### config.mk
export PLATFORM = sky130hd
export DESIGN_NAME = mdu
export DESIGN_NICKNAME = d
export VERILOG_FILES = /design/src/rtl/mdu_pkg.sv /design/src/rtl/mdu_div.sv /design/src/rtl/mdu.sv
export SDC_FILE = /design/constraint.sdc
export NUM_CORES = 1
export LEC_CHECK = 0
export CORE_ASPECT_RATIO = 0.7
export CORE_MARGIN = 1
export CORE_UTILIZATION = 50
export DETAILED_ROUTE_END_ITERATION = 8
export PLACE_DENSITY = 0.71
export SYNTH_ARGS = -nofsm -noshare
export SYNTH_HDL_FRONTEND = slang
export SYNTH_SLANG_ARGS = --single-unit
### constraint.sdc
create_clock -name clk -period 3.8 [get_ports clk]
set_input_delay 1.14 -clock clk [delete_from_list [all_inputs] [get_ports clk]]
set_output_delay 1.14 -clock clk [all_outputs]
set_load 0.01 [all_outputs]
### src/rtl/mdu_pkg.sv
// Shared type definitions for the execute-stage units (package common).
// Holds the ALU and MDU operation encodings, the MDU FSM state enum, and
// small helpers that classify MDU operations.
package common;

  typedef enum logic [3:0] {
    ALU_ADD  = 4'd0,
    ALU_SUB  = 4'd1,
    ALU_AND  = 4'd2,
    ALU_OR   = 4'd3,
    ALU_XOR  = 4'd4,
    ALU_SLL  = 4'd5,
    ALU_SRL  = 4'd6,
    ALU_SRA  = 4'd7,
    ALU_SLT  = 4'd8,
    ALU_SLTU = 4'd9
  } alu_operation_type;

  // Encodings 8..15 are undefined and complete as illegal.
  typedef enum logic [3:0] {
    MUL    = 4'd0,
    MULH   = 4'd1,
    MULHSU = 4'd2,
    MULHU  = 4'd3,
    DIV    = 4'd4,
    DIVU   = 4'd5,
    REM    = 4'd6,
    REMU   = 4'd7
  } mdu_operation_type;

  typedef enum logic [1:0] {
    IDLE = 2'd0,
    CALC = 2'd1,
    DONE = 2'd2
  } mdu_state_t;

  function automatic logic is_mul_op(input mdu_operation_type op);
    return (op == MUL) || (op == MULH) || (op == MULHSU) || (op == MULHU);
  endfunction

  function automatic logic is_div_op(input mdu_operation_type op);
    return (op == DIV) || (op == DIVU) || (op == REM) || (op == REMU);
  endfunction

  function automatic logic is_rem_op(input mdu_operation_type op);
    return (op == REM) || (op == REMU);
  endfunction

endpackage

### src/rtl/mdu_div.sv
// Restoring divider core: one quotient bit per cycle on operand magnitudes,
// with sign fix-up applied combinationally on the outputs. done is high for
// the single cycle after the last bit step; the caller samples results then.
// Divide-by-zero and signed overflow are filtered out by the caller.
module mdu_div_core
  import common::*;
#(
  parameter int DATA_WIDTH = 32
) (
  input  logic                  clk,
  input  logic                  rst,
  input  logic                  start,
  input  logic [DATA_WIDTH-1:0] a,
  input  logic [DATA_WIDTH-1:0] b,
  input  logic                  is_signed,
  output logic [DATA_WIDTH-1:0] quotient,
  output logic [DATA_WIDTH-1:0] remainder,
  output logic                  done
);
  localparam int W  = DATA_WIDTH;
  localparam int CW = $clog2(W + 1);
  localparam logic [CW-1:0] CNT_LAST = CW'(W);

  logic [W-1:0]  rem_q, rem_d, quo_q, quo_d, div_q, div_d;
  logic [CW-1:0] cnt_q, cnt_d;
  logic          busy_q, busy_d, negq_q, negq_d, negr_q, negr_d;
  logic [W:0]    rem_sh, diff;

  // Shift in the next dividend bit and trial-subtract the divisor.
  assign rem_sh = {rem_q, quo_q[W-1]};
  assign diff   = rem_sh - {1'b0, div_q};

  // Next-state: load magnitudes on start, else one restoring step per cycle.
  always_comb begin
    rem_d  = rem_q;
    quo_d  = quo_q;
    div_d  = div_q;
    cnt_d  = cnt_q;
    busy_d = busy_q;
    negq_d = negq_q;
    negr_d = negr_q;
    if (start) begin
      rem_d  = '0;
      quo_d  = (is_signed && a[W-1]) ? -a : a;
      div_d  = (is_signed && b[W-1]) ? -b : b;
      cnt_d  = '0;
      busy_d = 1'b1;
      negq_d = is_signed && (a[W-1] ^ b[W-1]);
      negr_d = is_signed && a[W-1];
    end else if (busy_q) begin
      if (cnt_q != CNT_LAST) begin
        if (!diff[W]) begin
          rem_d = diff[W-1:0];
          quo_d = {quo_q[W-2:0], 1'b1};
        end else begin
          rem_d = rem_sh[W-1:0];
          quo_d = {quo_q[W-2:0], 1'b0};
        end
        cnt_d = cnt_q + 1'b1;
      end else begin
        busy_d = 1'b0;
      end
    end
  end

  // State register with synchronous reset.
  always_ff @(posedge clk) begin
    if (rst) begin
      rem_q  <= '0;
      quo_q  <= '0;
      div_q  <= '0;
      cnt_q  <= '0;
      busy_q <= 1'b0;
      negq_q <= 1'b0;
      negr_q <= 1'b0;
    end else begin
      rem_q  <= rem_d;
      quo_q  <= quo_d;
      div_q  <= div_d;
      cnt_q  <= cnt_d;
      busy_q <= busy_d;
      negq_q <= negq_d;
      negr_q <= negr_d;
    end
  end

  assign done      = busy_q && (cnt_q == CNT_LAST);
  assign quotient  = negq_q ? -quo_q : quo_q;
  assign remainder = negr_q ? -rem_q : rem_q;

endmodule

### src/rtl/mdu.sv
// Iterative multiply/divide unit (RISC-V M semantics, DATA_WIDTH generic).
// Multiply: shift-add on magnitudes for DATA_WIDTH cycles, then one cycle to
// negate and select the product half. Divide lives in mdu_div_core and is
// built only when MDU_DIV_EN is defined; otherwise divide ops complete at
// once as illegal. Zero divisor, signed overflow and undefined encodings
// skip CALC and complete one cycle after accept.
module mdu
  import common::*;
#(
  parameter int DATA_WIDTH = 32
) (
  input  logic                  clk,
  input  logic                  rst,
  input  logic                  in_valid,
  output logic                  in_ready,
  input  mdu_operation_type     operation,
  input  logic [DATA_WIDTH-1:0] A,
  input  logic [DATA_WIDTH-1:0] B,
  output logic                  out_valid,
  input  logic                  out_ready,
  output logic [DATA_WIDTH-1:0] result,
  output logic                  illegal_op
);
  localparam int W  = DATA_WIDTH;
  localparam int CW = $clog2(W + 1);
  localparam logic [CW-1:0] CNT_LAST = CW'(W);
  localparam logic [W-1:0]  MOST_NEG = {1'b1, {(W-1){1'b0}}};

  mdu_state_t        state_q, state_d;
  mdu_operation_type op_q, op_d;
  logic [CW-1:0]     cnt_q, cnt_d;
  logic [2*W-1:0]    acc_q, acc_d, mcand_q, mcand_d, prod;
  logic [W-1:0]      mplier_q, mplier_d, result_q, result_d;
  logic              neg_q, neg_d, illegal_q, illegal_d;
  logic              a_neg, b_neg;

`ifdef MDU_DIV_EN
  logic         div_start, div_signed, div_done;
  logic [W-1:0] div_quo, div_rem;

  assign div_signed = (operation == DIV) || (operation == REM);

  mdu_div_core #(.DATA_WIDTH(W)) u_div (
    .clk       (clk),
    .rst       (rst),
    .start     (div_start),
    .a         (A),
    .b         (B),
    .is_signed (div_signed),
    .quotient  (div_quo),
    .remainder (div_rem),
    .done      (div_done)
  );
`endif

  // Operand sign handling for the high-half multiplies.
  assign a_neg = ((operation == MULH) || (operation == MULHSU)) && A[W-1];
  assign b_neg = (operation == MULH) && B[W-1];
  assign prod  = neg_q ? -acc_q : acc_q;

  // Next-state and datapath control.
  always_comb begin
    state_d   = state_q;
    op_d      = op_q;
    cnt_d     = cnt_q;
    acc_d     = acc_q;
    mcand_d   = mcand_q;
    mplier_d  = mplier_q;
    neg_d     = neg_q;
    result_d  = result_q;
    illegal_d = illegal_q;
`ifdef MDU_DIV_EN
    div_start = 1'b0;
`endif
    case (state_q)
      IDLE: begin
        if (in_valid) begin
          op_d      = operation;
          cnt_d     = '0;
          illegal_d = 1'b0;
          if (is_mul_op(operation)) begin
            acc_d    = '0;
            mcand_d  = {{W{1'b0}}, (a_neg ? -A : A)};
            mplier_d = b_neg ? -B : B;
            neg_d    = a_neg ^ b_neg;
            state_d  = CALC;
          end else if (is_div_op(operation)) begin
`ifdef MDU_DIV_EN
            if (B == '0) begin
              result_d = is_rem_op(operation) ? A : '1;
              state_d  = DONE;
            end else if (div_signed && (A == MOST_NEG) && (B == '1)) begin
              result_d = (operation == DIV) ? A : '0;
              state_d  = DONE;
            end else begin
              div_start = 1'b1;
              state_d   = CALC;
            end
`else
            result_d  = '0;
            illegal_d = 1'b1;
            state_d   = DONE;
`endif
          end else begin
            result_d  = '0;
            illegal_d = 1'b1;
            state_d   = DONE;
          end
        end
      end
      CALC: begin
        if (is_mul_op(op_q)) begin
          if (cnt_q != CNT_LAST) begin
            if (mplier_q[0]) acc_d = acc_q + mcand_q;
            mcand_d  = mcand_q << 1;
            mplier_d = mplier_q >> 1;
            cnt_d    = cnt_q + 1'b1;
          end else begin
            result_d = (op_q == MUL) ? prod[W-1:0] : prod[2*W-1:W];
            state_d  = DONE;
          end
        end
`ifdef MDU_DIV_EN
        else if (div_done) begin
          result_d = is_rem_op(op_q) ? div_rem : div_quo;
          state_d  = DONE;
        end
`endif
      end
      DONE: begin
        if (out_ready) state_d = IDLE;
      end
      default: state_d = IDLE;
    endcase
  end

  // State register with synchronous reset; reset abandons any operation.
  always_ff @(posedge clk) begin
    if (rst) begin
      state_q   <= IDLE;
      op_q      <= MUL;
      cnt_q     <= '0;
      acc_q     <= '0;
      mcand_q   <= '0;
      mplier_q  <= '0;
      neg_q     <= 1'b0;
      result_q  <= '0;
      illegal_q <= 1'b0;
    end else begin
      state_q   <= state_d;
      op_q      <= op_d;
      cnt_q     <= cnt_d;
      acc_q     <= acc_d;
      mcand_q   <= mcand_d;
      mplier_q  <= mplier_d;
      neg_q     <= neg_d;
      result_q  <= result_d;
      illegal_q <= illegal_d;
    end
  end

  assign in_ready   = (state_q == IDLE);
  assign out_valid  = (state_q == DONE);
  assign result     = result_q;
  assign illegal_op = illegal_q;

endmodule

Yosys cells after proc, flatten, opt, wreduce, memory -nomap -nowiden
Cells that the tools add are included.

Register bits: 206. Output and inout bits: 35. Word-level logic and storage cells: 88. Input bits: 72.

Muxes and demuxes: 36. Add/subtract/negate cells: 5. Equal/unequal tests: 17. Reduce and logical (&&, ||, !) cells: 20. Bitwise gates (word level): 1.

Operators by type and width (number): 64-bit 2-to-1 mux (10); 32-bit 2-to-1 mux (11); 64-bit one-hot mux with 2 select lines (2); 32-bit one-hot mux with 2 select lines (2); 64-bit adder (1); 32-bit negator (2); 64-bit negator (1); 6-bit 2-to-1 mux (3); 4-bit by 2-bit equality test with 1-bit output, second input constant (4); 2-bit inequality test, second input constant (6); 6-bit one-hot mux with 2 select lines (1); 2-bit 2-to-1 mux (5); 5-bit AND reduction (2); 4-bit by 1-bit equality test with 1-bit output, second input constant (2); 4-bit logical NOT (2); 4-bit AND reduction (2); 1-bit logical OR (7); 6-bit by 1-bit adder with 6-bit output, second input constant (1); 6-bit inequality test, second input constant (1); 2-bit one-hot mux with 3 select lines (1); 6-bit AND reduction (1); 2-bit by 1-bit inequality test with 1-bit output, second input constant (2); 3-bit AND reduction (1); 2-bit by 1-bit equality test with 1-bit output, second input constant (1); 7 further kinds (8).

Longest topological paths before layout
Gate-level depths: netlist (run 1).

Depth after elaboration: 7. Gate-level depth with buffers: 14. Gate-level depth less buffers: 14.

Worst setup path after synthesis (run 1)
OpenSTA, ideal clock, no wires.

Path kind: input to register. From: input in_valid. To: register acc_q[32]. Buffers on the path: 1. Library setup time: 60 ps. Arrival time: 3277 ps. Required time: 3740 ps. Cell stages on the path: 7. Slack: 463 ps. Cells stage by stage: nand2b_1 or3_1 a21oi_1 o21ai_1 nor3_1 clkbuf_1 a22o_1.

Cells in the longest elaborated chain, start to end: 2.

Ends and longest elaborated chain: start, declared (line mdu.sv:14) `input logic in_valid,`; 2-bit inequality test (no source line); 6-bit AND reduction (no source line); end signal, assigned (line mdu.sv:143) `acc_q <= '0;`; end signal, assigned (line mdu.sv:153) `acc_q <= acc_d;`; end, declared (line mdu.sv:32) `logic [2*W-1:0] acc_q, acc_d, mcand_q, mcand_d, prod;`.

Every way passes these cells. A chain may end at the register's enable or synchronous reset.

Final worst setup path (run 1)
From: register mcand_q[22]. To: register acc_q[63].

Cells in the longest elaborated chain, start to end: 5.

Ends and longest elaborated chain: start, declared (line mdu.sv:32); start signal, assigned (line mdu.sv:154) `mcand_q <= mcand_d;`; 64-bit adder (line mdu.sv:114) `if (mplier_q[0]) acc_d = acc_q + mcand_q;`; 64-bit 2-to-1 mux (line mdu.sv:114); 64-bit 2-to-1 mux (line mdu.sv:113) `if (cnt_q != CNT_LAST) begin`; 64-bit 2-to-1 mux (line mdu.sv:112) `if (is_mul_op(op_q)) begin`; 64-bit one-hot mux with 2 select lines (line mdu.sv:75) `case (state_q)`.

Every way passes these cells. The select of a mux whose other input is x is not followed.

==> impl_metrics.ini, run 1 <==
[yosys]
synthCells = 1879
async_flop_share = 0
syn-num-nets = 2020
synth_edf_count = 0
ys_warn_count = 0
synth_cell_type_count = 73
yosysSeqAreaShare = 0.2921
ys_ff_latch = 206
synth_area_sq_mm = 0.01412
synth_flop_cell = dfxtp_1
synth.avg_cell_area_sq_um = 7.513

[min_path]
min_to = result[22]
whs_path_depth = 1
hold_start = result[22]
hp-class = reg2reg

[cells_and_area]
syn2layout_area_growth_pct = 19.83
fin_nets = 2133
utilization = 0.6094
layout_common_cells = nor2_1 (231), a21oi_1 (214), dfxtp_1 (204)
drive_above_1_share = 0.09657
layout_commonest_cell = nor2_1

[status]
status = completed

[worst_setup_path]
timing.rr.end = acc_q[63]
reg2reg_from = mcand_q[22]
required_ps = 4270
cp-start-kind = register
crit_type = reg2reg
cp_max_fo = 7
ff2ff_setup_slack_ps = 170
reg2reg_depth = 14
cp_data_arrival_time_ps = 4100
worstSetupEndpointType = register

[cts]
worst_skew_pair.late_latency_ps = 550
cts_tree = built
cts_buffers = 23
clockRootBuffer = clkbuf_16
cts.sinks = 206
path_clk_slew_ps = 70
hold_buffers = 0
cts_setup_buffers = 0
clockBufferDepth = 3
h-tree-depth = 1

[global_route]
grt_pass1_wl_mm = 68.43
grt_overflow = 0
track_usage = 0.2938
grt_pass1_vias = 12860
grt_max_degree = 87
antenna_found_initial = 2

[detailed_routing]
vias = 14350
postRouteAntennaNets = 0
routed_via_density = 6.026
post-route-drc-count = 0
wirelength_mm = 43.18
drt-initial-drc-count = 1397
routedWlPerCell_microns = 18.14
drt-pass1-iter-count = 7

[flow_run]
maxCapViolCount = 0

[power_and_ir_drop]
finalPower_mw = 5.596
p_leak_nw = 6.996
p_int_mw = 3.992
comb_power_share = 0.155
p_sw_mw = 1.604
pwr-share-clk = 0.435
seqPwrFrac = 0.410
p_sw_frac = 0.2866
ir_drop_mv = 0.2712
power_density_mw_per_mm2 = 330.8

[floorplan]
dieArea_sq_mm = 0.02892
io_pins = 107
die_h_microns = 142.6
initial_utilization = 0.5086
coreArea_sq_mm = 0.02776
fp.dieW_microns = 202.8
fp-row-count = 51

[sta]
fmax_mhz = 275.4
post-route-period-util = 0.9555
max_slew_margin = 0.2641
slew_violations = 0
clock_skew_ps = 15.46
finalSetupViolCount = 0
tightest_slew_ps = 1101
final-hold-violation-count = 0
finalWorstPathRequiredPeriod_ps = 3631
finalSetupTns_ps = 0

[place]
routabilityCongestion = 0.9298
hpwl_mm = 31.94
io_buffers = 106
power by group through the flow:
stage | combinational [mW] | sequential [mW] | clock, mW
global placement | 0.837 | 2.34 | 0
CTS | 0.858 | 2.29 | 2.46
detailed placement | 0.853 | 2.34 | 0
finish | 0.867 | 2.29 | 2.44
floorplan | 0.572 | 2.31 | 0
global route | 0.956 | 2.30 | 2.55
through the flow:
| step | std cells | worst slack [ps] | area [sq um] | hold slack, ps |
|---|---|---|---|---|
| 3_3_place_gp | 2338 | -37.33 | 16050 | 434.9 |
| 4_1_cts | 2380 | 51.97 | 16870 | 453.9 |
| 2_1_floorplan | 1879 | 463.2 | 14120 | 436.6 |
| 6_report | 2381 | 169.2 | 16920 | 452.2 |
| 3_5_place_dp | 2338 | -44.40 | 16050 | 439.6 |
| 5_1_grt | 2380 | -0.7216 | 16910 | 476.8 |
registers in the layout, indices dropped and copies added, names as in the netlist:
register / cells
acc_q: 64
cnt_q: 6
result: 32
mplier_q: 32
state_q: 2
op_q: 4
neg_q: 1
mcand_q: 64
illegal_op: 1
metal layers:
layer / vias up / part of all wire / track usage
met3: 64 / 0.093 / 0.07326
met4: 2 / 0.017 / 0.05975
met2: 538 / 0.42 / 0.4418
li1: 7058 / - / -
met1: 6687 / 0.47 / 0.4216
met5: - / 0.00030 / 0
Yosys cell counts (all sizes together), types with 14 or more instances:
cell type	number	area share
a211oi	51	0.027
a21o	44	0.023
a21oi	216	0.077
a22o	43	0.027
a22oi	24	0.013
a31oi	21	0.0093
clkbuf	122	0.032
dfxtp	206	0.29
ha	68	0.060
inv	28	0.0074
nand2	182	0.048
nand3	54	0.019
nand4	21	0.0097
nor2	232	0.062
nor3	32	0.012
nor4	20	0.011
o211ai	14	0.0074
o21ai	120	0.043
o21bai	15	0.0082
o31ai	29	0.016
or3	23	0.011
xnor2	83	0.051
xor2	77	0.048
worst max-delay path: stages, from the launching register on:
cell	delay, ps
dfxtp_1	400
ha_1	350
a21o_1	220
a21o_1	170
a21oi_1	230
o211ai_1	250
o31ai_2	450
o221a_2	300
o21ai_1	100
buf_4	170
a311oi_4	310
buf_4	170
xor2_1	180
a21oi_1	90
o22ai_1	150
worst max path at each step:
stage / from / to / slack, ps / depth (start not counted)
floorplan: in_valid / acc_q[32] / 460 / 7
global placement: mcand_q[22] / acc_q[63] / -40 / 14
detailed placement: acc_q[1] / acc_q[63] / -40 / 14
CTS: acc_q[1] / acc_q[63] / 50 / 14
global route: mcand_q[1] / acc_q[63] / -0.7 / 14
finish: mcand_q[22] / acc_q[63] / 170 / 14
what timing repair did:
item | 4_1_cts | 5_1_grt
resized for setup | 1 | 9
pin swaps | 0 | 3
hold endpoints to repair | 0 | 0
endpoints found under the setup margin | 1 | 7
cell type report:
cell class / instances / area [sq um]
antenna: 1 / 2.502
clock inverter: 10 / 148.9
inverter: 28 / 105.1
multi-input combinational: 1517 / 9490
clock buffer: 32 / 669.4
fill: 2541 / 10840
sequential: 206 / 4126
timing repair buffer: 216 / 1909
tap: 371 / 464.2
cells by family (layout without fill, tap and decap cells):
family,Yosys count,after routing,share of synthesized area
other,0,1,0
adders and majority gates,69,69,0.06169
and+or+nand+nor,644,644,0.2121
xor gates and xnor gates,160,160,0.09926
buffers and inverters,156,286,0.04307
DFF,206,206,0.2921
muxes,2,2,0.001507
AOI/OAI and AO/OA,642,642,0.2903
No activity file was read; power rests on OpenSTA's default activity.
==> run 2, diff against run 1 <==
- SYNTH_HIERARCHICAL: default -> 1
==> results of run 2 <==
Final layout, timing and power as in run 1 (identical DEF).
Among the figures that moved: Yosys warning count 0 -> 6
